--- src/rtl/pwm_decoder.sv ---
// PWM decoder: measures high time and period of an asynchronous PWM input.
// Results are counted in ticks; a stuck flag reports a waveform with no edges.
module pwm_decoder #(
  parameter int n = 8
) (
  input  logic         clk,
  input  logic         reset,
  input  logic         enable,
  input  logic         tick,
  input  logic         pwm_in,
  output logic [n-1:0] high_count,
  output logic [n-1:0] period_count,
  output logic         valid,
  output logic         stuck,
  output logic         stuck_level
);

  typedef enum logic [1:0] {
    IDLE,
    SYNC,
    HIGH,
    LOW
  } state_t;

  localparam logic [n-1:0] MAX = '1;
  localparam logic [n-1:0] ONE = {{(n-1){1'b0}}, 1'b1};

  state_t r_state;
  state_t w_state_nx;

  logic r_sync1;
  logic r_pwm_s;
  logic r_pwm_d;
  logic w_rise;
  logic w_fall;
  logic w_timeout;

  logic [n-1:0] r_cnt_high;
  logic [n-1:0] r_cnt_period;
  logic [n-1:0] w_cnt_high_nx;
  logic [n-1:0] w_cnt_period_nx;
  logic [n-1:0] w_load;
  logic [n-1:0] w_period_inc;

  logic [n-1:0] r_high_count;
  logic [n-1:0] r_period_count;
  logic [n-1:0] w_high_count_nx;
  logic [n-1:0] w_period_count_nx;
  logic         r_valid;
  logic         w_valid_nx;
  logic         r_stuck;
  logic         w_stuck_nx;
  logic         r_stuck_level;
  logic         w_stuck_level_nx;

  assign w_rise       = r_pwm_s & ~r_pwm_d;
  assign w_fall       = ~r_pwm_s & r_pwm_d;
  assign w_timeout    = tick & (r_cnt_period == MAX);
  assign w_load       = {{(n-1){1'b0}}, tick};
  // Saturates so the period counter can never wrap.
  assign w_period_inc = (r_cnt_period == MAX) ? MAX
                                              : r_cnt_period + ONE;

  // Two-flop synchronizer plus delay flop for edge detection.
  always_ff @(posedge clk or posedge reset) begin
    if (reset) begin
      r_sync1 <= 1'b0;
      r_pwm_s <= 1'b0;
      r_pwm_d <= 1'b0;
    end else begin
      r_sync1 <= pwm_in;
      r_pwm_s <= r_sync1;
      r_pwm_d <= r_pwm_s;
    end
  end

  // State, counters and result registers.
  always_ff @(posedge clk or posedge reset) begin
    if (reset) begin
      r_state        <= IDLE;
      r_cnt_high     <= '0;
      r_cnt_period   <= '0;
      r_high_count   <= '0;
      r_period_count <= '0;
      r_valid        <= 1'b0;
      r_stuck        <= 1'b0;
      r_stuck_level  <= 1'b0;
    end else begin
      r_state        <= w_state_nx;
      r_cnt_high     <= w_cnt_high_nx;
      r_cnt_period   <= w_cnt_period_nx;
      r_high_count   <= w_high_count_nx;
      r_period_count <= w_period_count_nx;
      r_valid        <= w_valid_nx;
      r_stuck        <= w_stuck_nx;
      r_stuck_level  <= w_stuck_level_nx;
    end
  end

  // Next-state, counting, result capture and timeout detection.
  always_comb begin
    w_state_nx        = r_state;
    w_cnt_high_nx     = r_cnt_high;
    w_cnt_period_nx   = r_cnt_period;
    w_high_count_nx   = r_high_count;
    w_period_count_nx = r_period_count;
    w_valid_nx        = 1'b0;
    w_stuck_nx        = r_stuck;
    w_stuck_level_nx  = r_stuck_level;
    if (!enable) begin
      w_state_nx = IDLE;
    end else begin
      unique case (r_state)
        IDLE: begin
          w_state_nx = SYNC;
        end
        SYNC: begin
          if (w_rise) begin
            w_state_nx      = HIGH;
            w_cnt_high_nx   = w_load;
            w_cnt_period_nx = w_load;
          end
        end
        HIGH: begin
          if (w_fall) begin
            w_state_nx = LOW;
            if (tick) w_cnt_period_nx = w_period_inc;
          end else if (w_timeout) begin
            w_state_nx       = SYNC;
            w_stuck_nx       = 1'b1;
            w_stuck_level_nx = r_pwm_s;
          end else if (tick) begin
            w_cnt_high_nx   = r_cnt_high + ONE;
            w_cnt_period_nx = w_period_inc;
          end
        end
        LOW: begin
          if (w_rise) begin
            w_state_nx        = HIGH;
            w_high_count_nx   = r_cnt_high;
            w_period_count_nx = r_cnt_period;
            w_valid_nx        = 1'b1;
            w_stuck_nx        = 1'b0;
            w_cnt_high_nx     = w_load;
            w_cnt_period_nx   = w_load;
          end else if (w_timeout) begin
            w_state_nx       = SYNC;
            w_stuck_nx       = 1'b1;
            w_stuck_level_nx = r_pwm_s;
          end else if (tick) begin
            w_cnt_period_nx = w_period_inc;
          end
        end
        default: begin
          w_state_nx = IDLE;
        end
      endcase
    end
  end

  assign high_count   = r_high_count;
  assign period_count = r_period_count;
  assign valid        = r_valid;
  assign stuck        = r_stuck;
  assign stuck_level  = r_stuck_level;

endmodule

--- config.mk ---
export PLATFORM = sky130hd
export DESIGN_NAME = pwm_decoder
export DESIGN_NICKNAME = d
export VERILOG_FILES = /design/src/rtl/pwm_decoder.sv
export SDC_FILE = /design/constraint.sdc
export NUM_CORES = 1
export LEC_CHECK = 0
export ABC_AREA = 1
export BUFFER_PORTS_ARGS = -buffer_cell sky130_fd_sc_hd__buf_2
export CORE_MARGIN = 1
export CORE_UTILIZATION = 51
export DETAILED_ROUTE_END_ITERATION = 12
export PLACE_DENSITY = 0.77
export SLEW_MARGIN = 30
export SYNTH_ARGS = -nofsm -noshare
export SYNTH_HDL_FRONTEND = slang
export SYNTH_SLANG_ARGS = --single-unit
export TNS_END_PERCENT = 50
--- constraint.sdc ---
create_clock -name clk -period 2.27 [get_ports clk]
set_input_delay 0.454 -clock clk [delete_from_list [all_inputs] [get_ports clk]]
set_output_delay 0.454 -clock clk [all_outputs]
set_load 0.1 [all_outputs]
; Word level (Yosys, flattened, before mapping)
; Index checks and enable logic that the tools add are counted.
[word_totals]
register_bits = 40
word_cells = 67
in_bits = 5
output_inout_bits = 19
[classes]
n_eq_ne = 11
mux = 28
add_sub_neg = 2
reduce_logical = 10
bitwise_logic = 5
[ops]
columns = op, n
row1 = 8-bit two-way mux, 9
row2 = 8-bit case mux with 3 select lines, 1
row3 = 8-bit by 1-bit adder with 8-bit output (second input constant), 2
row4 = 8-bit case mux with 2 select lines, 1
row5 = 2-bit two-way mux, 5
row6 = 2-bit inequality test (second input constant), 5
row7 = 1-bit two-way mux, 9
row8 = 3-bit AND reduction, 3
row9 = 8-bit == test (second input constant), 1
row10 = 2-bit case mux with 4 select lines, 1
row11 = 6-bit AND reduction, 1
row12 = 2-bit == test (second input constant), 2
row13 = 1-bit case mux with 2 select lines, 2
row14 = 4-bit AND reduction, 1
row15 = 2-bit nonzero test, 2
row16 = 1-bit bitwise AND, 3
row17 = 3-bit inequality test (second input constant), 1
row18 = 3-bit nonzero test, 1
row19 = 2-bit by 1-bit == test with 1-bit output (second input constant), 1
row20 = 2-bit zero test, 1
row21 = 2-bit by 1-bit inequality test with 1-bit output (second input constant), 1
row22 = 1-bit NOT, 2
row23 = 2-bit OR reduction, 1

; Depth between registers and ports, before layout
; Gate-level depths: netlist of the first run.
[depth]
depth_word = 6
depth_mapped = 10
ltp_nobuf = 10

; Worst setup path after synthesis of the first run
; OpenSTA, ideal clock, no wires.
[synth_path]
kind = reg2reg
from = register r_cnt_period[0]
to = register r_cnt_high[1]
setup_slack_ns = 0.865
n_path_buf = 1
arrival_time_ns = 1.331
setup_time_ns = 0.074
period_less_slack_ns = 1.405
t_required_ns = 2.196
stages_incl_launch_ff = 11
cell_sequence = dfrtp_1 > ha_1 > nand3_2 > nor2_4 > nand2_4 > nand2_4 > nand2_2 > nand2_4 > buf_12 > nand2_2 > o21ai_2
[synth_via]
elab_chain_cells = 4
[synth_rtl]
columns = item, line_no
row1 = from (decl), 39  ; logic [n-1:0] r_cnt_period;
row2 = from (signal assigned), 91  ; r_cnt_period <= w_cnt_period_nx;
row3 = 8-bit == test, 58  ; assign w_timeout = tick & (r_cnt_period == MAX);
row4 = 1-bit bitwise AND, 58
row5 = 2-bit inequality test (no line), -
row6 = 6-bit AND reduction (no line), -
row7 = to (signal assigned), 90  ; r_cnt_high <= w_cnt_high_nx;
row8 = to (decl), 38  ; logic [n-1:0] r_cnt_high;
; Every way passes these cells.
; A chain may end at the register's enable or synchronous reset.

; Worst setup path after layout of the first run
[layout_path]
from = register r_cnt_period[0]
to = register r_cnt_high[4]
; The elaborated chain is that of the path after synthesis.

==> impl_metrics.xml, run 1 <==
<?xml version="1.0" encoding="UTF-8"?>
<metrics>
  <group name="status">
    <metric name="status" unit="">finished clean</metric>
  </group>
  <group name="route">
    <metric name="wl_met1" unit="um">1980</metric>
    <metric name="totalWireLength" unit="um">3970</metric>
    <metric name="drt-vias-per-instance" unit="">5.20</metric>
    <metric name="ant_nets" unit="">0</metric>
    <metric name="route.met2.wl" unit="um">1780</metric>
    <metric name="drt_iter0_drc" unit="">90</metric>
    <metric name="firstDrtPassIters" unit="">4</metric>
    <metric name="wl_per_cell" unit="um">12.7</metric>
    <metric name="detailroute.via_count" unit="">1622</metric>
    <metric name="drt_drc_violations_left" unit="">0</metric>
    <metric name="top_layer_used" unit="">met4</metric>
    <metric name="met3WireLength" unit="um">139</metric>
  </group>
  <group name="synthesis">
    <metric name="synth_fa_ha_area_frac" unit="">0.0118</metric>
    <metric name="postSynthRegisterBits" unit="">40</metric>
    <metric name="synth-warning-count" unit="">0</metric>
    <metric name="synth_nets" unit="">240</metric>
    <metric name="synth_enable_flop_cells" unit="">0</metric>
    <metric name="synth_simple_gate_area_share" unit="">0.263</metric>
    <metric name="netlist-cell-type-count" unit="">35</metric>
    <metric name="synth_top_cell_area_share" unit="">0.473</metric>
    <metric name="ys_seq_area_frac" unit="">0.473</metric>
    <metric name="synth-compound-area-share" unit="">0.102</metric>
    <metric name="synth_area" unit="um2">2110</metric>
    <metric name="yosysMostFrequentCell" unit="">sky130_fd_sc_hd__nand2_1</metric>
    <metric name="multiplexer_area_fraction_after_synthesis" unit="">0.0639</metric>
    <metric name="ys.flop_type" unit="">sky130_fd_sc_hd__dfrtp_1</metric>
    <metric name="synth_top_cells_by_area" unit="">sky130_fd_sc_hd__dfrtp_1 47%, sky130_fd_sc_hd__nand2_1 8.5%, sky130_fd_sc_hd__nor2_1 5.0%, sky130_fd_sc_hd__inv_1 4.3%, sky130_fd_sc_hd__mux2_4 4.3%</metric>
    <metric name="asyncSetResetFlopFracSynth" unit="">1.00</metric>
    <metric name="synth_top_family_by_area" unit="">simple AND/OR/NAND/NOR gates</metric>
    <metric name="netlist_top_cells_count" unit="">48 x sky130_fd_sc_hd__nand2_1, 40 x sky130_fd_sc_hd__dfrtp_1, 28 x sky130_fd_sc_hd__nor2_1</metric>
    <metric name="syn_area_per_cell" unit="um2">9.08</metric>
    <metric name="yosys.area_share.xor_xnor" unit="">0.0124</metric>
    <metric name="synth_area_leader_cell" unit="">sky130_fd_sc_hd__dfrtp_1</metric>
    <metric name="postSynthCellCount" unit="">233</metric>
  </group>
  <group name="critical_path">
    <metric name="cp_peak_stage_delay" unit="ps">420</metric>
    <metric name="worstPathMaxFanout" unit="">14</metric>
    <metric name="timing.critical_path.from_type" unit="">flop</metric>
    <metric name="path_cells" unit="">ha_1 &gt; nand3_2 &gt; nor2_4 &gt; nand2_4 &gt; nand2_4 &gt; nand2_2 &gt; nand2_4 &gt; inv_1 &gt; nand2_1 &gt; nand2_1</metric>
    <metric name="critical_path.endpoint_type" unit="">flop</metric>
    <metric name="critPathArrivalTime" unit="ps">1920</metric>
    <metric name="critPathTopFamily" unit="">simple AND/OR/NAND/NOR gates</metric>
    <metric name="timing.setup.critical_path_class" unit="">flop to flop</metric>
    <metric name="path_buf_inv" unit="">1</metric>
    <metric name="critPathSlowestCell" unit="">sky130_fd_sc_hd__dfrtp_1</metric>
    <metric name="crit_path_frequent_cell" unit="">sky130_fd_sc_hd__nand2_4</metric>
    <metric name="critical_path_required" unit="ps">2450</metric>
  </group>
  <group name="clock_tree">
    <metric name="cts_buffers" unit="">5</metric>
    <metric name="cts_hold_fix_bufs" unit="">0</metric>
    <metric name="cts_buffer_depth" unit="">2</metric>
    <metric name="post_cts_resized" unit="">0</metric>
    <metric name="root_buffer" unit="">sky130_fd_sc_hd__clkbuf_8</metric>
    <metric name="cts_sinks" unit="">40</metric>
    <metric name="htree_num_levels" unit="">2</metric>
    <metric name="cts_tree" unit="">yes</metric>
    <metric name="post_cts.repair.setup_buffers" unit="">0</metric>
    <metric name="cts.reportedPaths.clkPinSlew" unit="ps">80</metric>
    <metric name="insertion_delay" unit="ps">290</metric>
  </group>
  <group name="place">
    <metric name="port_buffers" unit="">23</metric>
    <metric name="routabilityCongestion" unit="">0.877</metric>
    <metric name="pre_cts_slack" unit="ps">549</metric>
    <metric name="dpl.hpwl" unit="um">2920</metric>
    <metric name="numPlacedInstances" unit="">304</metric>
  </group>
  <group name="global_route">
    <metric name="grt_overflow" unit="">0</metric>
    <metric name="grt_pass1_wl" unit="um">6840</metric>
    <metric name="grtUsageTotal" unit="">0.210</metric>
    <metric name="antenna_found_initial" unit="">0</metric>
    <metric name="grt_start_max_net_pins" unit="">41</metric>
    <metric name="grt_pass1_vias" unit="">1516</metric>
  </group>
  <group name="finish">
    <metric name="diodes" unit="">0</metric>
    <metric name="drive_above_1_share" unit="">0.271</metric>
    <metric name="layout_net_count" unit="">268</metric>
    <metric name="postLayoutCoreUtil" unit="">0.588</metric>
    <metric name="layout.cells.non_filler" unit="">312</metric>
    <metric name="nFillCells" unit="">362</metric>
    <metric name="syn2layout_area_growth" unit="%">11.2</metric>
  </group>
  <group name="floorplan">
    <metric name="pin_count" unit="">24</metric>
    <metric name="die_x" unit="um">66.4</metric>
    <metric name="die_area" unit="um2">4410</metric>
    <metric name="rows" unit="">23</metric>
    <metric name="dieHeight" unit="um">66.4</metric>
    <metric name="core_area" unit="um2">4000</metric>
    <metric name="initial_utilization" unit="">0.529</metric>
  </group>
  <group name="sta">
    <metric name="drv_slew" unit="">0</metric>
    <metric name="hold_viol" unit="">0</metric>
    <metric name="fmaxAchievable" unit="GHz">0.575</metric>
    <metric name="tightest_slew" unit="ps">540</metric>
    <metric name="rsz0062_at_grt" unit="">no</metric>
    <metric name="slew_headroom" unit="">0.639</metric>
    <metric name="fin_ws" unit="ps">532</metric>
    <metric name="report.final.setup_viol" unit="">0</metric>
    <metric name="timing.setup.tns" unit="ps">0</metric>
    <metric name="finalWorstPathRequiredPeriod" unit="ps">1740</metric>
    <metric name="clock-skew-final" unit="ps">6.01</metric>
    <metric name="fin_crit_sh" unit="">0.766</metric>
  </group>
  <group name="worst_hold_path">
    <metric name="min-delay-path-class" unit="">input port to async pin</metric>
  </group>
  <group name="power_and_ir_drop">
    <metric name="cellLeakagePower" unit="uW">0.00123</metric>
    <metric name="power_density" unit="nW/um2">1020</metric>
    <metric name="power.ir.vdd_worst" unit="mV">0.480</metric>
  </group>
  <group name="job">
    <metric name="timing.max_cap.violations" unit="">0</metric>
  </group>
</metrics>
-- placed cells by master, fill, tap and decap left out, drive strengths merged, types with 3 or more instances in the layout --
| cell | synthesis | layout |
|---|---|---|
| dfrtp | 40 | 40 |
| clkbuf | 1 | 6 |
| a21oi | 18 | 18 |
| nand3 | 15 | 15 |
| o21ai | 10 | 10 |
| buf | 3 | 25 |
| nand2 | 59 | 59 |
| nand4 | 5 | 5 |
| mux2 | 10 | 10 |
| inv | 27 | 27 |
| xor2 | 3 | 3 |
| nor2 | 32 | 32 |
-- report_power, final --
group | leakage [uW] | switching [uW] | total [uW] | internal (uW)
sequential | 0.000527 | 145 | 994 | 849
clock | 0.0000510 | 239 | 481 | 242
combinational | 0.000649 | 720 | 930 | 210
total | 0.00123 | 1100 | 2410 | 1300
-- worst min-delay path, stage by stage --
cell and delay (ps):
sky130_fd_sc_hd__buf_2 90, sky130_fd_sc_hd__inv_1 40, sky130_fd_sc_hd__buf_4 420
-- final timing paths --
path	slack (ps)	cells after the start	from	to
min	270	3	reset	period_count[0]$_DFFE_PP0P_
min in group clk	270	1	pwm_in	r_sync1$_DFF_PP0_
min reg2reg	350	0	r_sync1$_DFF_PP0_	r_pwm_s$_DFF_PP0_
max in group asynchronous	1660	3	reset	r_cnt_high[6]$_DFFE_PP0P_
max	530	10	r_cnt_period[0]$_DFFE_PP0P_	r_cnt_high[4]$_DFFE_PP0P_
max reg2reg	530	10	r_cnt_period[0]$_DFFE_PP0P_	r_cnt_high[4]$_DFFE_PP0P_
-- per-stage QoR --
| stage | power, uW | hold WS, ps | instance area, um2 |
|---|---|---|---|
| finish | 2410 | 266 | 2350 |
| CTS | 2420 | 261 | 2350 |
| detailed placement | 1940 | 342 | 2260 |
| floorplan | 1780 | 331 | 2110 |
| global placement | 1920 | 342 | 2260 |
| global route | 2540 | 248 | 2350 |
-- logic make-up (layout without fill, tap and decap cells) --
group	count (synthesis)	count (layout)
fa+ha+maj	2	2
xor+xnor	3	3
simple gates	113	113
buf+inv	31	60
compound gates	34	34
flops	40	40
mux	10	10
-- flip-flops by register name (all words and copies together) (netlist names) --
name	cells
r_pwm_d	1
stuck_level	1
stuck	1
period_count	8
r_cnt_period	8
valid	1
high_count	8
r_cnt_high	8
r_pwm_s	1
r_sync1	1
r_state	2
-- area by class of cell --
class	instances	area, um2	area share
clock buffer	6	82.6	0.0351
clock inverter	2	10.0	0.00426
inverter	27	106	0.0452
multi-input combinational	162	960	0.408
sequential	40	1000	0.426
tap	50	62.6	0.0266
timing repair buffer	25	130	0.0553
-- routing by layer --
| layer | global-route usage | vias up |
|---|---|---|
| met5 | 0 | - |
| met4 | 0.0904 | 0 |
| met3 | 0.0362 | 7 |
| met2 | 0.321 | 43 |
| met1 | 0.290 | 756 |
| li1 | - | 816 |
No activity file was read; power rests on OpenSTA's default activity.
==> inputs of run 2 (changes only) <==
==> constraint.sdc (replaced) <==
create_clock -name clk -period 1.8 [get_ports clk]
set_input_delay 0.36 -clock clk [delete_from_list [all_inputs] [get_ports clk]]
set_output_delay 0.36 -clock clk [all_outputs]
set_load 0.1 [all_outputs]
==> run 2 against run 1 <==
Clock power grew 13%. First-iteration DRC count shrank 21%. Non-clock buffer count rose by 2. Hold slack worse by 84 ps. Maximum frequency is 6.6% higher. Critical path depth unchanged. Setup slack got worse by 360 ps. Via count is 1.6% higher. Critical path type unchanged. Die area is the same.
==> impl_metrics.xml, run 2 (same netlist as run 1, synthesis figures left out) <==
<?xml version="1.0" encoding="UTF-8"?>
<metrics>
  <group name="critical_path">
    <metric name="timing.critical_path.from_type" unit="">flop</metric>
    <metric name="critPathArrivalTime" unit="ps">1810</metric>
    <metric name="regToRegStartpoint" unit="">r_cnt_period[0]$_DFFE_PP0P_</metric>
    <metric name="worstPathMaxFanout" unit="">14</metric>
    <metric name="ff2ff_path_depth" unit="">10</metric>
    <metric name="timing.setup.critical_path_class" unit="">flop to flop</metric>
    <metric name="critical_path_required" unit="ps">1980</metric>
    <metric name="critical_path.endpoint_type" unit="">flop</metric>
    <metric name="critical_path.reg2reg.endpoint" unit="">r_cnt_high[4]$_DFFE_PP0P_</metric>
    <metric name="r2r_setup_slack" unit="ps">170</metric>
  </group>
  <group name="finish">
    <metric name="layout.cells.non_filler" unit="">313</metric>
    <metric name="multiInputGateArea" unit="um2">962</metric>
    <metric name="layout_net_count" unit="">270</metric>
    <metric name="diodes" unit="">0</metric>
    <metric name="seq_area" unit="um2">1000</metric>
    <metric name="nFillCells" unit="">346</metric>
    <metric name="syn2layout_area_growth" unit="%">11.4</metric>
    <metric name="drive_above_1_share" unit="">0.274</metric>
    <metric name="layout.cells.most_common" unit="">sky130_fd_sc_hd__nand2_1</metric>
    <metric name="postLayoutCoreUtil" unit="">0.589</metric>
    <metric name="final_cell_mix" unit="">48 x sky130_fd_sc_hd__nand2_1, 40 x sky130_fd_sc_hd__dfrtp_1, 28 x sky130_fd_sc_hd__nor2_1</metric>
  </group>
  <group name="sta">
    <metric name="report.final.setup_viol" unit="">0</metric>
    <metric name="tightest_slew" unit="ps">490</metric>
    <metric name="fmaxAchievable" unit="GHz">0.613</metric>
    <metric name="fin_crit_sh" unit="">0.906</metric>
    <metric name="fin_ws" unit="ps">170</metric>
    <metric name="clock-skew-final" unit="ps">9.61</metric>
    <metric name="hold_viol" unit="">0</metric>
    <metric name="rsz0062_at_grt" unit="">no</metric>
    <metric name="slew_headroom" unit="">0.673</metric>
    <metric name="timing.setup.tns" unit="ps">0</metric>
    <metric name="drv_slew" unit="">0</metric>
    <metric name="finalWorstPathRequiredPeriod" unit="ps">1630</metric>
  </group>
  <group name="route">
    <metric name="ant_nets" unit="">0</metric>
    <metric name="drt_iter0_drc" unit="">71</metric>
    <metric name="drt-vias-per-instance" unit="">5.27</metric>
    <metric name="detailroute.via_count" unit="">1648</metric>
    <metric name="wl_per_cell" unit="um">12.7</metric>
    <metric name="drt_drc_violations_left" unit="">0</metric>
    <metric name="firstDrtPassIters" unit="">4</metric>
    <metric name="totalWireLength" unit="um">3970</metric>
  </group>
  <group name="global_route">
    <metric name="grtUsageMet1" unit="">0.284</metric>
    <metric name="globalRouteMet2Util" unit="">0.313</metric>
    <metric name="grt_pass1_vias" unit="">1490</metric>
    <metric name="grt_use_met3" unit="">0.0586</metric>
    <metric name="grtUsageTotal" unit="">0.207</metric>
    <metric name="grt_busiest_layer" unit="">met2</metric>
    <metric name="grt_start_max_net_pins" unit="">41</metric>
    <metric name="grt_overflow" unit="">0</metric>
    <metric name="grt_pass1_wl" unit="um">6800</metric>
    <metric name="antenna_found_initial" unit="">0</metric>
  </group>
  <group name="clock_tree">
    <metric name="cts_sinks" unit="">40</metric>
    <metric name="cts_buffer_depth" unit="">2</metric>
    <metric name="cts_buffers" unit="">5</metric>
    <metric name="root_buffer" unit="">sky130_fd_sc_hd__clkbuf_8</metric>
    <metric name="insertion_delay" unit="ps">290</metric>
    <metric name="cts.reportedPaths.clkPinSlew" unit="ps">80</metric>
    <metric name="htree_num_levels" unit="">2</metric>
    <metric name="cts_tree" unit="">yes</metric>
  </group>
  <group name="status">
    <metric name="status" unit="">finished clean</metric>
  </group>
  <group name="floorplan">
    <metric name="core_area" unit="um2">4000</metric>
    <metric name="die_area" unit="um2">4410</metric>
    <metric name="pin_count" unit="">24</metric>
    <metric name="dieHeight" unit="um">66.4</metric>
    <metric name="rows" unit="">23</metric>
    <metric name="die_x" unit="um">66.4</metric>
    <metric name="initial_utilization" unit="">0.529</metric>
  </group>
  <group name="worst_hold_path">
    <metric name="min-delay-path-class" unit="">input port to async pin</metric>
  </group>
  <group name="job">
    <metric name="timing.max_cap.violations" unit="">0</metric>
  </group>
  <group name="place">
    <metric name="routabilityCongestion" unit="">0.838</metric>
    <metric name="dpl.hpwl" unit="um">2890</metric>
    <metric name="numPlacedInstances" unit="">305</metric>
    <metric name="pre_cts_slack" unit="ps">134</metric>
    <metric name="port_buffers" unit="">23</metric>
  </group>
  <group name="power_and_ir_drop">
    <metric name="cellLeakagePower" unit="uW">0.00123</metric>
    <metric name="power_density" unit="nW/um2">1270</metric>
    <metric name="power.ir.vdd_worst" unit="mV">0.611</metric>
  </group>
</metrics>
run 2: cell count changes in the layout (fill, tap and decap cells not counted), sizes merged:
| cell | previous run | this run |
|---|---|---|
| buf | 25 | 27 |
| clkinv | 2 | 1 |
run 2: worst max path at each step:
| stage | to | startpoint | cells after the start |
|---|---|---|---|
| floorplan | r_cnt_high[1]$_DFFE_PP0P_ | r_cnt_period[0]$_DFFE_PP0P_ | 10 |
| global placement | r_cnt_high[6]$_DFFE_PP0P_ | r_cnt_period[0]$_DFFE_PP0P_ | 10 |
| global route | r_cnt_high[0]$_DFFE_PP0P_ | r_cnt_period[0]$_DFFE_PP0P_ | 10 |
| CTS | r_cnt_high[4]$_DFFE_PP0P_ | r_cnt_period[0]$_DFFE_PP0P_ | 10 |
| finish | r_cnt_high[4]$_DFFE_PP0P_ | r_cnt_period[0]$_DFFE_PP0P_ | 10 |
| detailed placement | r_cnt_high[4]$_DFFE_PP0P_ | r_cnt_period[0]$_DFFE_PP0P_ | 10 |
run 2: area by class of cell:
type | instances | area share
Inverter | 27 | 0.0452
Tap cell | 50 | 0.0266
Clock buffer | 6 | 0.0308
Sequential cell | 40 | 0.425
Clock inverter | 1 | 0.00213
Multi-Input combinational cell | 162 | 0.409
Timing Repair Buffer | 27 | 0.0616
run 2: repair_timing:
action                                  4_1_cts  5_1_grt
hold buffers                                  0        0
endpoints found under the setup margin        0        3
setup buffers                                 0        1
endpoints found under the hold margin         0        0
gates resized for setup                       0        1
run 2: metal layers:
layer  wire length [um]  part of all wire
met1               1940              0.49
met4                 70             0.018
met3                192             0.048
met5                  0                 0
met2               1770              0.45
run 2: critical path, cell delays in order (launching register included):
cell,delay [ps]
sky130_fd_sc_hd__dfrtp_1,380
sky130_fd_sc_hd__ha_2,220
sky130_fd_sc_hd__nand3_2,130
sky130_fd_sc_hd__nor2_4,160
sky130_fd_sc_hd__nand2_4,100
sky130_fd_sc_hd__nand2_4,70
sky130_fd_sc_hd__nand2_2,60
sky130_fd_sc_hd__nand2_4,170
sky130_fd_sc_hd__inv_1,100
sky130_fd_sc_hd__nand2_1,70
sky130_fd_sc_hd__nand2_1,50
run 2: metrics by stage:
stage | power [uW] | area, um2 | hold slack, ps
floorplan | 2250 | 2110 | 331
global placement | 2420 | 2270 | 334
detailed placement | 2450 | 2270 | 340
CTS | 2990 | 2340 | 177
global route | 3160 | 2350 | 161
finish | 2990 | 2350 | 182
run 2: power breakdown:
part           total (uW)  leakage, uW  internal [uW]  switching, uW
Sequential           1250     0.000527           1070            178
Combinational        1200     0.000658            279            917
Clock                 544    0.0000410            263            281
Total                2990      0.00123           1610           1380
==> inputs of run 3 (changes only) <==
--- a/config.mk
+++ b/config.mk
@@ -10,7 +10,7 @@
 export CORE_MARGIN = 1
 export CORE_UTILIZATION = 51
 export DETAILED_ROUTE_END_ITERATION = 12
-export PLACE_DENSITY = 0.77
+export PLACE_DENSITY_LB_ADDON = 0.15
 export SLEW_MARGIN = 30
 export SYNTH_ARGS = -nofsm -noshare
 export SYNTH_HDL_FRONTEND = slang
==> run 3 against run 2 <==
Wire length fell by 3.3%. Highest routed layer unchanged. Largest power group unchanged. Sequential power barely moved. Cell count rose by 0.32%. Register-to-register slack improved by 20 ps. Combinational power barely moved. Sequential share of layout area fell by 0.38 points. Total power rose by 1.2%.
==> impl_metrics.xml, run 3 (same netlist as run 1, synthesis figures left out) <==
<?xml version="1.0" encoding="UTF-8"?>
<metrics>
  <group name="status">
    <metric name="status" unit="">finished clean</metric>
  </group>
  <group name="route">
    <metric name="drt-vias-per-instance" unit="">5.00</metric>
    <metric name="detailroute.via_count" unit="">1569</metric>
    <metric name="ant_nets" unit="">0</metric>
    <metric name="drt_drc_violations_left" unit="">0</metric>
    <metric name="wl_per_cell" unit="um">12.2</metric>
    <metric name="firstDrtPassIters" unit="">4</metric>
    <metric name="totalWireLength" unit="um">3840</metric>
    <metric name="drt_iter0_drc" unit="">71</metric>
  </group>
  <group name="floorplan">
    <metric name="rows" unit="">23</metric>
    <metric name="die_area" unit="um2">4410</metric>
    <metric name="dieHeight" unit="um">66.4</metric>
    <metric name="core_area" unit="um2">4000</metric>
    <metric name="pin_count" unit="">24</metric>
    <metric name="die_x" unit="um">66.4</metric>
    <metric name="initial_utilization" unit="">0.529</metric>
  </group>
  <group name="sta">
    <metric name="fin_ws" unit="ps">192</metric>
    <metric name="report.final.setup_viol" unit="">0</metric>
    <metric name="fmaxAchievable" unit="GHz">0.622</metric>
    <metric name="drv_slew" unit="">0</metric>
    <metric name="fin_crit_sh" unit="">0.893</metric>
    <metric name="slew_headroom" unit="">0.661</metric>
    <metric name="holdWs" unit="ps">172</metric>
    <metric name="timing.setup.tns" unit="ps">0</metric>
    <metric name="rsz0062_at_grt" unit="">no</metric>
    <metric name="clock-skew-final" unit="ps">4.57</metric>
    <metric name="tightest_slew" unit="ps">509</metric>
    <metric name="hold_viol" unit="">0</metric>
    <metric name="finalWorstPathRequiredPeriod" unit="ps">1610</metric>
  </group>
  <group name="finish">
    <metric name="drive_above_1_share" unit="">0.277</metric>
    <metric name="syn2layout_area_growth" unit="%">12.4</metric>
    <metric name="diodes" unit="">0</metric>
    <metric name="layout.cells.non_filler" unit="">314</metric>
    <metric name="final_area" unit="um2">2380</metric>
    <metric name="layout.cells.most_common" unit="">sky130_fd_sc_hd__nand2_1</metric>
    <metric name="final_cell_mix" unit="">48 x sky130_fd_sc_hd__nand2_1, 40 x sky130_fd_sc_hd__dfrtp_1, 28 x sky130_fd_sc_hd__nor2_1</metric>
    <metric name="layout_net_count" unit="">270</metric>
    <metric name="nFillCells" unit="">366</metric>
  </group>
  <group name="power_and_ir_drop">
    <metric name="power.ir.vdd_worst" unit="mV">0.590</metric>
    <metric name="intPower" unit="uW">1640</metric>
    <metric name="switching_share" unit="">0.456</metric>
    <metric name="seqPwrFrac" unit="">0.411</metric>
    <metric name="cellLeakagePower" unit="uW">0.00124</metric>
    <metric name="comb_power_share" unit="">0.387</metric>
    <metric name="power_density" unit="nW/um2">1270</metric>
    <metric name="p_clk_frac" unit="">0.202</metric>
    <metric name="power.switching" unit="uW">1380</metric>
  </group>
  <group name="global_route">
    <metric name="grt_start_max_net_pins" unit="">41</metric>
    <metric name="grt_pass1_vias" unit="">1346</metric>
    <metric name="grt_overflow" unit="">0</metric>
    <metric name="antenna_found_initial" unit="">0</metric>
    <metric name="grt_pass1_wl" unit="um">6220</metric>
    <metric name="grtUsageTotal" unit="">0.196</metric>
  </group>
  <group name="critical_path">
    <metric name="timing.setup.critical_path_class" unit="">flop to flop</metric>
    <metric name="worstPathMaxFanout" unit="">14</metric>
    <metric name="timing.critical_path.from_type" unit="">flop</metric>
    <metric name="critical_path.endpoint_type" unit="">flop</metric>
    <metric name="ff2ff_path_depth" unit="">10</metric>
    <metric name="r2r_setup_slack" unit="ps">190</metric>
    <metric name="critical_path_required" unit="ps">1980</metric>
    <metric name="critPathArrivalTime" unit="ps">1790</metric>
  </group>
  <group name="place">
    <metric name="routabilityCongestion" unit="">0.818</metric>
    <metric name="numPlacedInstances" unit="">306</metric>
    <metric name="placedInstanceArea" unit="um2">2270</metric>
    <metric name="dpl.hpwl" unit="um">2780</metric>
    <metric name="pre_cts_slack" unit="ps">163</metric>
    <metric name="port_buffers" unit="">23</metric>
  </group>
  <group name="worst_hold_path">
    <metric name="min-delay-path-class" unit="">input port to async pin</metric>
  </group>
  <group name="job">
    <metric name="timing.max_cap.violations" unit="">0</metric>
  </group>
  <group name="clock_tree">
    <metric name="root_buffer" unit="">sky130_fd_sc_hd__clkbuf_8</metric>
    <metric name="cts_tree" unit="">yes</metric>
    <metric name="cts_buffer_depth" unit="">2</metric>
    <metric name="post_cts.repair.setup_buffers" unit="">0</metric>
    <metric name="cts_sinks" unit="">40</metric>
    <metric name="insertion_delay" unit="ps">290</metric>
    <metric name="cts.reportedPaths.clkPinSlew" unit="ps">70</metric>
    <metric name="cts_buffers" unit="">5</metric>
    <metric name="htree_num_levels" unit="">2</metric>
    <metric name="cts_hold_fix_bufs" unit="">0</metric>
  </group>
</metrics>
-- run 3: changes by cell type in the layout (fill, tap and decap cells not counted) --
| cell | delta |
|---|---|
| sky130_fd_sc_hd__clkbuf_1 | -1 |
| sky130_fd_sc_hd__clkbuf_8 | +1 |
| sky130_fd_sc_hd__clkinv_2 | +1 |
| sky130_fd_sc_hd__ha_1 | +1 |
| sky130_fd_sc_hd__ha_2 | -1 |
| sky130_fd_sc_hd__nand2_4 | -1 |
| sky130_fd_sc_hd__nand2_8 | +1 |
-- run 3: final cells by class --
class	instances	area, um2	area share
flip-flops and latches	40	1000	0.421
clock inverters	2	10.0	0.00421
repair buffers	27	145	0.0611
inverters	27	106	0.0448
clock buffers	6	82.6	0.0348
well taps	50	62.6	0.0263
multi-input cells	162	968	0.408
-- run 3: path summary, 6_finish.rpt --
path	startpoint	end
max	r_cnt_period[0]$_DFFE_PP0P_	r_cnt_high[4]$_DFFE_PP0P_
min	reset	valid$_DFF_PP0_
max reg2reg	r_cnt_period[0]$_DFFE_PP0P_	r_cnt_high[4]$_DFFE_PP0P_
min reg2reg	r_sync1$_DFF_PP0_	r_pwm_s$_DFF_PP0_
max in group asynchronous	reset	stuck_level$_DFFE_PP0P_
min in group clk	pwm_in	r_sync1$_DFF_PP0_
-- run 3: metrics by stage --
| step | total power [uW] | utilization |
|---|---|---|
| 6_report | 3030 | 0.594 |
| 5_1_grt | 3190 | 0.594 |
| 4_1_cts | 3060 | 0.592 |
| 3_5_place_dp | 2440 | 0.569 |
| 3_3_place_gp | 2420 | 0.569 |
| 2_1_floorplan | 2250 | - |
-- run 3: timing repair --
action / in CTS / in global routing
hold endpoints to repair: 0 / 0
endpoints found under the setup margin: 0 / 1
resized for setup: 0 / 1
-- run 3: worst max-delay path, stage by stage (launching register included) --
cell and delay (ps):
sky130_fd_sc_hd__dfrtp_1 410, sky130_fd_sc_hd__ha_1 220, sky130_fd_sc_hd__nand3_2 130, sky130_fd_sc_hd__nor2_4 150
sky130_fd_sc_hd__nand2_4 100, sky130_fd_sc_hd__nand2_4 70, sky130_fd_sc_hd__nand2_2 80, sky130_fd_sc_hd__nand2_8 130
sky130_fd_sc_hd__inv_1 90, sky130_fd_sc_hd__nand2_1 60, sky130_fd_sc_hd__nand2_1 50
-- run 3: power by group through the flow --
stage | sequential (uW) | clock (uW) | combinational (uW)
CTS | 1250 | 634 | 1180
detailed placement | 1270 | 0 | 1170
floorplan | 1830 | 0 | 420
global placement | 1260 | 0 | 1160
finish | 1240 | 611 | 1170
global route | 1270 | 668 | 1250
-- run 3: metal layers --
layer / vias to the layer above / track usage / routed length, um
met4: 0 / 0.0957 / 65
met3: 5 / 0.0517 / 108
met1: 724 / 0.255 / 1960
li1: 814 / - / -
met2: 26 / 0.301 / 1710
met5: - / 0 / 0
